==> src/rtl/seven_seg_scanner_pkg.sv <==
// Shared constants for the multiplexed seven-segment scanner.
//   - Segment codes {a,b,c,d,e,f,g}, a at bit 6, active-high, for BCD 0..9
//   - Blank code used for invalid nibbles, blanked digits and display-off
//   - Default DIGITS / PRESCALE values for the top-level parameters
package seven_seg_scanner_pkg;

  localparam int DEFAULT_DIGITS   = 4;
  localparam int DEFAULT_PRESCALE = 50000;

  localparam logic [6:0] SEG_0     = 7'b1111110;
  localparam logic [6:0] SEG_1     = 7'b0110000;
  localparam logic [6:0] SEG_2     = 7'b1101101;
  localparam logic [6:0] SEG_3     = 7'b1111001;
  localparam logic [6:0] SEG_4     = 7'b0110011;
  localparam logic [6:0] SEG_5     = 7'b1011011;
  localparam logic [6:0] SEG_6     = 7'b1011111;
  localparam logic [6:0] SEG_7     = 7'b1110000;
  localparam logic [6:0] SEG_8     = 7'b1111111;
  localparam logic [6:0] SEG_9     = 7'b1111011;
  localparam logic [6:0] SEG_BLANK = 7'b0000000;

endpackage

==> src/rtl/seven_seg_scanner_bcd_digit_to_seg.sv <==
// Combinational BCD nibble to seven-segment decoder.
//   bcd : 4-bit digit value
//   seg : segments {a,b,c,d,e,f,g}, active-high; all off for 10..15
module bcd_digit_to_seg
  import seven_seg_scanner_pkg::*;
(
  input  logic [3:0] bcd,
  output logic [6:0] seg
);

  // NOTE: the default arm covers every non-BCD code, so seg is assigned on
  // all paths and no latch is inferred.
  always_comb begin
    unique case (bcd)
      4'd0:    seg = SEG_0;
      4'd1:    seg = SEG_1;
      4'd2:    seg = SEG_2;
      4'd3:    seg = SEG_3;
      4'd4:    seg = SEG_4;
      4'd5:    seg = SEG_5;
      4'd6:    seg = SEG_6;
      4'd7:    seg = SEG_7;
      4'd8:    seg = SEG_8;
      4'd9:    seg = SEG_9;
      default: seg = SEG_BLANK;
    endcase
  end

endmodule

==> src/rtl/seven_seg_scanner.sv <==
// Time-multiplexed BCD seven-segment display scanner with tear-free update.
//   clk, rst_n : clock, asynchronous active-low reset
//   value      : packed BCD word, nibble i = digit i (digit 0 least significant)
//   load       : capture value into the pending register (honoured when ready=1)
//   ready      : no word is pending; a new value may be loaded
//   lzb        : leading-zero blanking enable
//   blank      : display off (an all ones, seg off); scanning keeps running
//   seg        : registered segments {a..g}, active-high
//   an         : registered digit enables, active-low, one-hot-low
//   err        : registered, high while the displayed word holds a nibble > 9
module seven_seg_scanner
  import seven_seg_scanner_pkg::*;
#(
  parameter int DIGITS   = DEFAULT_DIGITS,
  parameter int PRESCALE = DEFAULT_PRESCALE
) (
  input  logic                  clk,
  input  logic                  rst_n,
  input  logic [4*DIGITS-1:0]   value,
  input  logic                  load,
  output logic                  ready,
  input  logic                  lzb,
  input  logic                  blank,
  output logic [6:0]            seg,
  output logic [DIGITS-1:0]     an,
  output logic                  err
);

  localparam int PW = $clog2(PRESCALE);
  localparam int IW = $clog2(DIGITS);
  localparam logic [PW-1:0] PRESC_MAX = PW'(PRESCALE - 1);
  localparam logic [IW-1:0] IDX_MAX   = IW'(DIGITS - 1);

  logic [PW-1:0]       presc_q;
  logic [IW-1:0]       idx_q;
  logic [4*DIGITS-1:0] pend_q;
  logic                pend_valid_q;
  logic [4*DIGITS-1:0] disp_q;
  logic                run_q;

  logic                tick;
  logic                frame_end;
  logic [3:0]          sel_nib;
  logic [6:0]          dec_seg;
  logic [DIGITS-1:0]   zero_from;
  logic [DIGITS-1:0]   nib_err;
  logic [DIGITS-1:0]   an_next;
  logic                digit_off;

  assign tick      = (presc_q == PRESC_MAX);
  assign frame_end = tick && (idx_q == IDX_MAX);
  assign ready     = ~pend_valid_q;

  // NOTE: all state below uses non-blocking assignments so every register
  // samples pre-edge values; the asynchronous reset branch comes first.
  always_ff @(posedge clk or negedge rst_n) begin
    if (!rst_n) begin
      presc_q <= '0;
      idx_q   <= '0;
    end else if (tick) begin
      presc_q <= '0;
      idx_q   <= (idx_q == IDX_MAX) ? '0 : idx_q + 1'b1;
    end else begin
      presc_q <= presc_q + 1'b1;
    end
  end

  // A load is only possible with nothing pending, so it can never coincide
  // with a commit: a load in a frame_end cycle waits for the next frame_end.
  always_ff @(posedge clk or negedge rst_n) begin
    if (!rst_n) begin
      pend_q       <= '0;
      pend_valid_q <= 1'b0;
      disp_q       <= '0;
    end else if (load && ready) begin
      pend_q       <= value;
      pend_valid_q <= 1'b1;
    end else if (frame_end && pend_valid_q) begin
      disp_q       <= pend_q;
      pend_valid_q <= 1'b0;
    end
  end

  // Per-digit flags: digit g and everything above it are zero; digit g > 9.
  for (genvar g = 0; g < DIGITS; g++) begin : g_digit
    assign zero_from[g] = ~|disp_q[4*DIGITS-1 : 4*g];
    assign nib_err[g]   = (disp_q[4*g +: 4] > 4'd9);
  end

  always_comb begin
    sel_nib = disp_q[3:0];
    an_next = '1;
    for (int i = 0; i < DIGITS; i++) begin
      if (idx_q == IW'(i)) begin
        sel_nib    = disp_q[4*i +: 4];
        an_next[i] = 1'b0;
      end
    end
  end

  assign digit_off = lzb && (idx_q != '0) && zero_from[idx_q];

  bcd_digit_to_seg u_dec (
    .bcd (sel_nib),
    .seg (dec_seg)
  );

  // run_q holds the outputs at their reset values for the first edge after
  // reset release; scanning output starts on the second edge.
  always_ff @(posedge clk or negedge rst_n) begin
    if (!rst_n) begin
      run_q <= 1'b0;
      seg   <= SEG_BLANK;
      an    <= '1;
      err   <= 1'b0;
    end else begin
      run_q <= 1'b1;
      err   <= |nib_err;
      if (!run_q || blank) begin
        seg <= SEG_BLANK;
        an  <= '1;
      end else begin
        seg <= digit_off ? SEG_BLANK : dec_seg;
        an  <= an_next;
      end
    end
  end

endmodule

==> config.mk <==
export PLATFORM = sky130hd
export DESIGN_NAME = seven_seg_scanner
export DESIGN_NICKNAME = d
export VERILOG_FILES = /design/src/rtl/seven_seg_scanner_pkg.sv /design/src/rtl/seven_seg_scanner_bcd_digit_to_seg.sv /design/src/rtl/seven_seg_scanner.sv
export SDC_FILE = /design/constraint.sdc
export NUM_CORES = 1
export LEC_CHECK = 0
export ABC_AREA = 1
export BUFFER_PORTS_ARGS = -buffer_cell sky130_fd_sc_hd__clkbuf_2
export CAP_MARGIN = 20
export CORE_MARGIN = 3
export CORE_UTILIZATION = 40
export DETAILED_ROUTE_END_ITERATION = 7
export SYNTH_ARGS = -nofsm -noshare
export SYNTH_HDL_FRONTEND = slang
export SYNTH_SLANG_ARGS = --single-unit
==> constraint.sdc <==
create_clock -name clk -period 2.89 [get_ports clk]
set_clock_uncertainty 0.1 [all_clocks]
set_input_delay 0.578 -clock clk [delete_from_list [all_inputs] [get_ports clk]]
set_output_delay 0.578 -clock clk [all_outputs]
set_load 0.02 [all_outputs]
* Word-level counts from Yosys, hierarchy flattened *
Memory sizes are Yosys's and may differ from the RTL's.
Cells that the tools add are included.

storage, ports and cells
  register bits after elaboration = 64
  memory bits (read-only) = 112
  memories = 1
  input port bits = 21
  word-level logic and storage cells = 59

memory list
  memory           depth  bits a word  rd ports  clocked after memory_dff  write ports  RTL line                                  source
  (no name shown)  16     7            1         0                         0            seven_seg_scanner_bcd_digit_to_seg.sv:14  unique case (bcd)

cells by class
  reductions and logical operators = 20
  multiplexer cells = 16
  bitwise operators = 2
  $lt $le $gt $ge = 5
  equal/unequal tests = 4
  add/subtract/negate cells = 2

operators with widths
  kind                                                                           count
  16-bit by 1-bit adder with 16-bit output (second input constant)               1
  16-bit equality test (second input constant)                                   1
  4-bit greater-than comparator (second input constant)                          4
  16-bit two-way mux                                                             1
  4-bit two-way mux                                                              4
  16-bit OR reduction                                                            1
  7-bit two-way mux                                                              2
  12-bit OR reduction                                                            1
  4-bit OR reduction                                                             2
  8-bit OR reduction                                                             1
  1-bit two-way mux                                                              7
  1-bit logical AND                                                              5
  1-bit zero test                                                                5
  2-bit equality test (second input constant)                                    2
  2-bit nonzero test                                                             2
  2-bit by 3-bit less-than comparator with 1-bit output (second input constant)  1
  2-bit by 1-bit adder with 2-bit output (second input constant)                 1
  1-bit binary-select mux with 2-bit select                                      1
  2-bit by 1-bit equality test with 1-bit output (second input constant)         1
  2-bit zero test                                                                1
  2-bit two-way mux                                                              1
  1-bit NOT                                                                      2
  2-bit AND reduction                                                            1
  1-bit logical OR                                                               1

* Logic depth before layout (Yosys ltp) *
  depth in word-level cells = 7
  mapped depth = 14
  depth with buffers taken out = 14

* Modules after synthesis *
Synthesis repeated with hierarchy kept, for this count alone.

unflattened totals
  cells, all modules = 364
  area total of the unflattened synthesis = 3230.6 sq um

by module, submodules not included
  module             area an instance (sq um)  cells an instance  times used
  seven_seg_scanner  3031.7                    327                1
  bcd_digit_to_seg   198.9                     37                 1

* Least setup slack after synthesis *
OpenSTA, ideal clock, no wires.

  path type = register to register
  from = register idx_q[1]
  to = register seg[3]
  data required time = 2.719 ns
  setup time = 0.071 ns
  path buffers = 0
  cell stages (with the launch flop) = 12
  period minus slack after synthesis = 1.821 ns
  setup slack = 1.069 ns
  data arrival time = 1.651 ns
  cells stage by stage = dfrtp_1 inv_1 ha_1 inv_2 nand2_1 nand3_1 nand2_1 nand2_1 ha_1 nor2_1 nor2_1 nor2_2

between the ends
  cells in the longest elaborated chain, start to end = 7
  elaborated cells between the ends (all ways) = 14

RTL lines
  what                                            RTL line                  source
  start, declared                                 seven_seg_scanner.sv:35   logic [IW-1:0] idx_q;
  start signal, assigned                          seven_seg_scanner.sv:62   idx_q <= (idx_q == IDX_MAX) ? '0 : idx_q + 1'b1;
  2-bit by 1-bit equality test with 1-bit output  seven_seg_scanner.sv:94   if (idx_q == IW'(i)) begin
  4-bit two-way mux (3 in series)                 seven_seg_scanner.sv:94
  memory read 16 x 7 bit                          -
  7-bit two-way mux (*)                           seven_seg_scanner.sv:123  seg <= digit_off ? SEG_BLANK : dec_seg;
  7-bit two-way mux (*)                           seven_seg_scanner.sv:119  if (!run_q || blank) begin
  end signal, assigned                            seven_seg_scanner.sv:123
  end, declared                                   seven_seg_scanner.sv:24   output logic [6:0] seg,

Mark *: on every way between the ends. The rest lies on a longest branch, timed or not. The select of a mux whose other input is x is not followed.
A chain may end at the register's enable or synchronous reset.

* Worst setup path after layout *
  from = register idx_q[0]
  to = register seg[3]

The elaborated chain is that of the path after synthesis.

==> metrics.md <==
| Metric | Value |
|---|---|
| Maximum vdd ir drop | `0.280 mV` |
| Post-Syn Nets | `409` |
| Final core utilization | `48.1%` |
| Clock Sinks | `64` |
| Crit path top cell by count | `nor2_1` |
| Crit Path Category | `reg -> reg` |
| Final Cell Area | `about 0.0037 mm^2` |
| Boundary pin count | `34` |
| DRC | `0` |
| Vias | `around 2300` |
| Status | `finished clean` |
| Initial antenna violation count | `0` |
| Fin worst setup slack | `between 0.8 and 0.9 ns` |
| Largest area contributor in the netlist | `dfrtp_1` |
| Ys flop type | `dfrtp_1` |
| Ys Warns | `0` |
| Setup-failing EPs final | `0` |
| Pins Over Slew Limit | `0` |
| Root buf cell | `clkbuf_8` |
| Global placer's final weighted congestion | `~0.81` |
| Die Wd | `about 96 um` |
| Worst Path Arrival | `approximately 2.3 ns` |
| Via density | `4.43` |
| Ant diodes | `0` |
| Placed cell areas | `0.00349 mm^2` |
| Final net count | `approximately 450` |
| Final worst-path cycle share | `slightly above 70%` |
| Max incr delay on CP | `0.43 ns` |
| Die area | `roughly 0.0092 mm^2` |
| CP Max Fanout | `5` |
| CP Capture Type | `flip-flop` |
| Unrepaired setup endpoints after global routing | `no` |
| WL met1 | `around 3.1 mm` |
| Flop-to-flop setup slack | `between 0.8 and 0.9 ns` |
| GR Util All Layers | `around 14%` |
| Pin count of the biggest net entering global routing | `40` |
| Library cells used by synthesis | `31` |
| P&R area growth vs syn | `15.8%` |
| Max-cap violations | `0` |
| Post-Syn Instances | `about 380` |
| Share of cells above drive strength 1 | `a little over a quarter` |
| I/O Buffers | `33` |
| F_max | `0.479 GHz` |
| Setup Fix Bufs, Post-CTS | `0` |
| Syn Std Cell Area | `about 0.0032 mm^2` |
| Top routing layer in use | `met4` |
| Post-route setup TNS | `0 ns` |
| Cells taking the most area after synthesis | `dfrtp_1, nand2_1, nor2_1` |
| Pwr Density | `between 500 and 600 mW/mm^2` |
| Vias in the first global route | `2204` |
| Antenna viol nets, final | `0` |
| Wirelength, routed | `5.83 mm` |
| FP Rows | `32` |
| Worst r2r src | `idx_q[0]` |
| Met2 wire length | `~2.4 mm` |
| Clock Pin Slew Worst Setup and Hold Paths | `0.07 ns` |
| Final Hold Vio Count | `0` |
| CP startpoint | `idx_q[0]` |
| CORE AREA | `~0.0078 mm^2` |
| Req. time, crit path | `3.06 ns` |
| Total gr overflow | `0` |
| Worst-skew pair later-pin latency | `0.34 ns` |
| CTS Hold Bufs | `0` |
| Crit-path cells | `inv_1 -> ha_1 -> inv_2 -> nor2_1 -> nor2_1 -> nand2_1 -> nand2_2 -> ha_1 -> nor2_1 -> nor2_1 -> nor2_2` |
| Die Span Y | `about 96 um` |
| Drt initial violations | `~120` |
| CTS tree | `built` |
| Tmin final | `2.09 ns` |
| Met3 routed WL | `225 um` |
| CTS H-tree depth | `3` |
| Final Non-Filler Cells | `~520` |
| Count leader, synth | `nand2_1` |
| Area share of the largest cell type after synthesis | `46.6%` |
| Post-CTS resize count | `0` |
| Clock buffer depth | `2` |
| DRT Pass-1 Iters | `4` |
| Ys async rst share | `100%` |
| Sequential share of the synthesized area | `between 40% and 50%` |
| Placed Cells | `between 500 and 600` |
| Crit-path slowest cell | `dfrtp_1` |
| Post-DP HPWL | `roughly 4.4 mm` |
| Pre-CTS setup slack | `roughly 0.81 ns` |
| Mean post-synth cell area | `~8.5 um^2` |
| TritonCTS Buffers | `9` |
| Yosys reg bits | `64` |
| Max-slew headroom | `38.7%` |
| First-pass GRT wire length | `slightly above 10 mm` |
| List of most frequent post-synthesis cells | `nand2_1, nor2_1, dfrtp_1, inv_1, a21oi_1` |
| Worst slew pin tran | `0.917 ns` |
| Worst hold path class | `in -> async` |
| Worst Setup Start Kind | `flip-flop` |
| Initial core utilization | `41.5%` |
| WL/cell | `approximately 11 um` |
| LEAKAGE | `around 1.9 nW` |
| Number of synthesized flops with an enable pin | `0` |
[path summary, 6_finish.rpt]
path | to | depth (start not counted)
max in group asynchronous | presc_q[8] | 2
min reg2reg | presc_q[0] | 1
max reg2reg | seg[3] | 11
min | seg[0] | 1
min in group clk | pend_valid_q | 3
max | seg[3] | 11
[metal layers]
layer	track usage [%]	vias up
met5	0	-
met4	7.11	0
met3	3.52	11
met2	20.2	42
met1	20.5	1036
li1	-	1234
[through the flow]
stage	hold WS [ns]	total power, mW
after floorplan	0.182	0.995
after global placement	0.355	1.04
after detailed placement	0.355	1.04
after CTS	0.179	1.99
after global routing	0.212	2.04
final	0.171	1.95
[layout by cell type (no fill, tap or decap), drive strengths merged]
cell type / count
clkinv: 6
dfrtp: 60
nand4: 3
o21ai: 23
ha: 10
o211ai: 1
nor3: 5
nand3b: 1
nand3: 14
o2111ai: 1
clkinvlp: 1
nand2: 85
bufinv: 3
buf: 2
clkbuf: 42
inv: 61
conb: 1
xor2: 8
dfstp: 4
a21oi: 23
nor2: 68
[final cells by class]
class,instances,area (um^2)
inverters,64,241
flip-flops and latches,64,1610
fillers,787,4030
clock buffers,9,124
well taps,102,128
repair buffers,35,193
clock inverters,7,120
multi-input cells,243,1320
[logic make-up after synthesis]
kind of cell	share of synthesized area [%]
other	0.116
AO/OA/AOI/OAI	9.51
AND/OR/NAND/NOR	25.3
flip-flops	49.8
buffers and inverters	9.20
XOR/XNOR	2.17
adder cells (fa/ha/maj)	3.88
[power breakdown]
part	internal (mW)	switching, mW	total (mW)
registers	0.927	0.00699	0.934
clock network	0.574	0.352	0.926
logic	0.0292	0.0602	0.0894
[flip-flops by register name, summed over array words and instances (netlist names)]
signal,flops
pend_q,16
presc_q,16
err,1
seg,7
pend_valid_q,1
idx_q,2
run_q,1
an,4
disp_q,16
[worst max-delay path: cells and delay by family, from the launching register on]
family	cells	cell delay, ns
fa+ha+maj	2	0.59
buf+inv	2	0.22
flops	1	0.43
simple gates	7	0.67
Note: power is estimated with default switching activity, not from simulation.
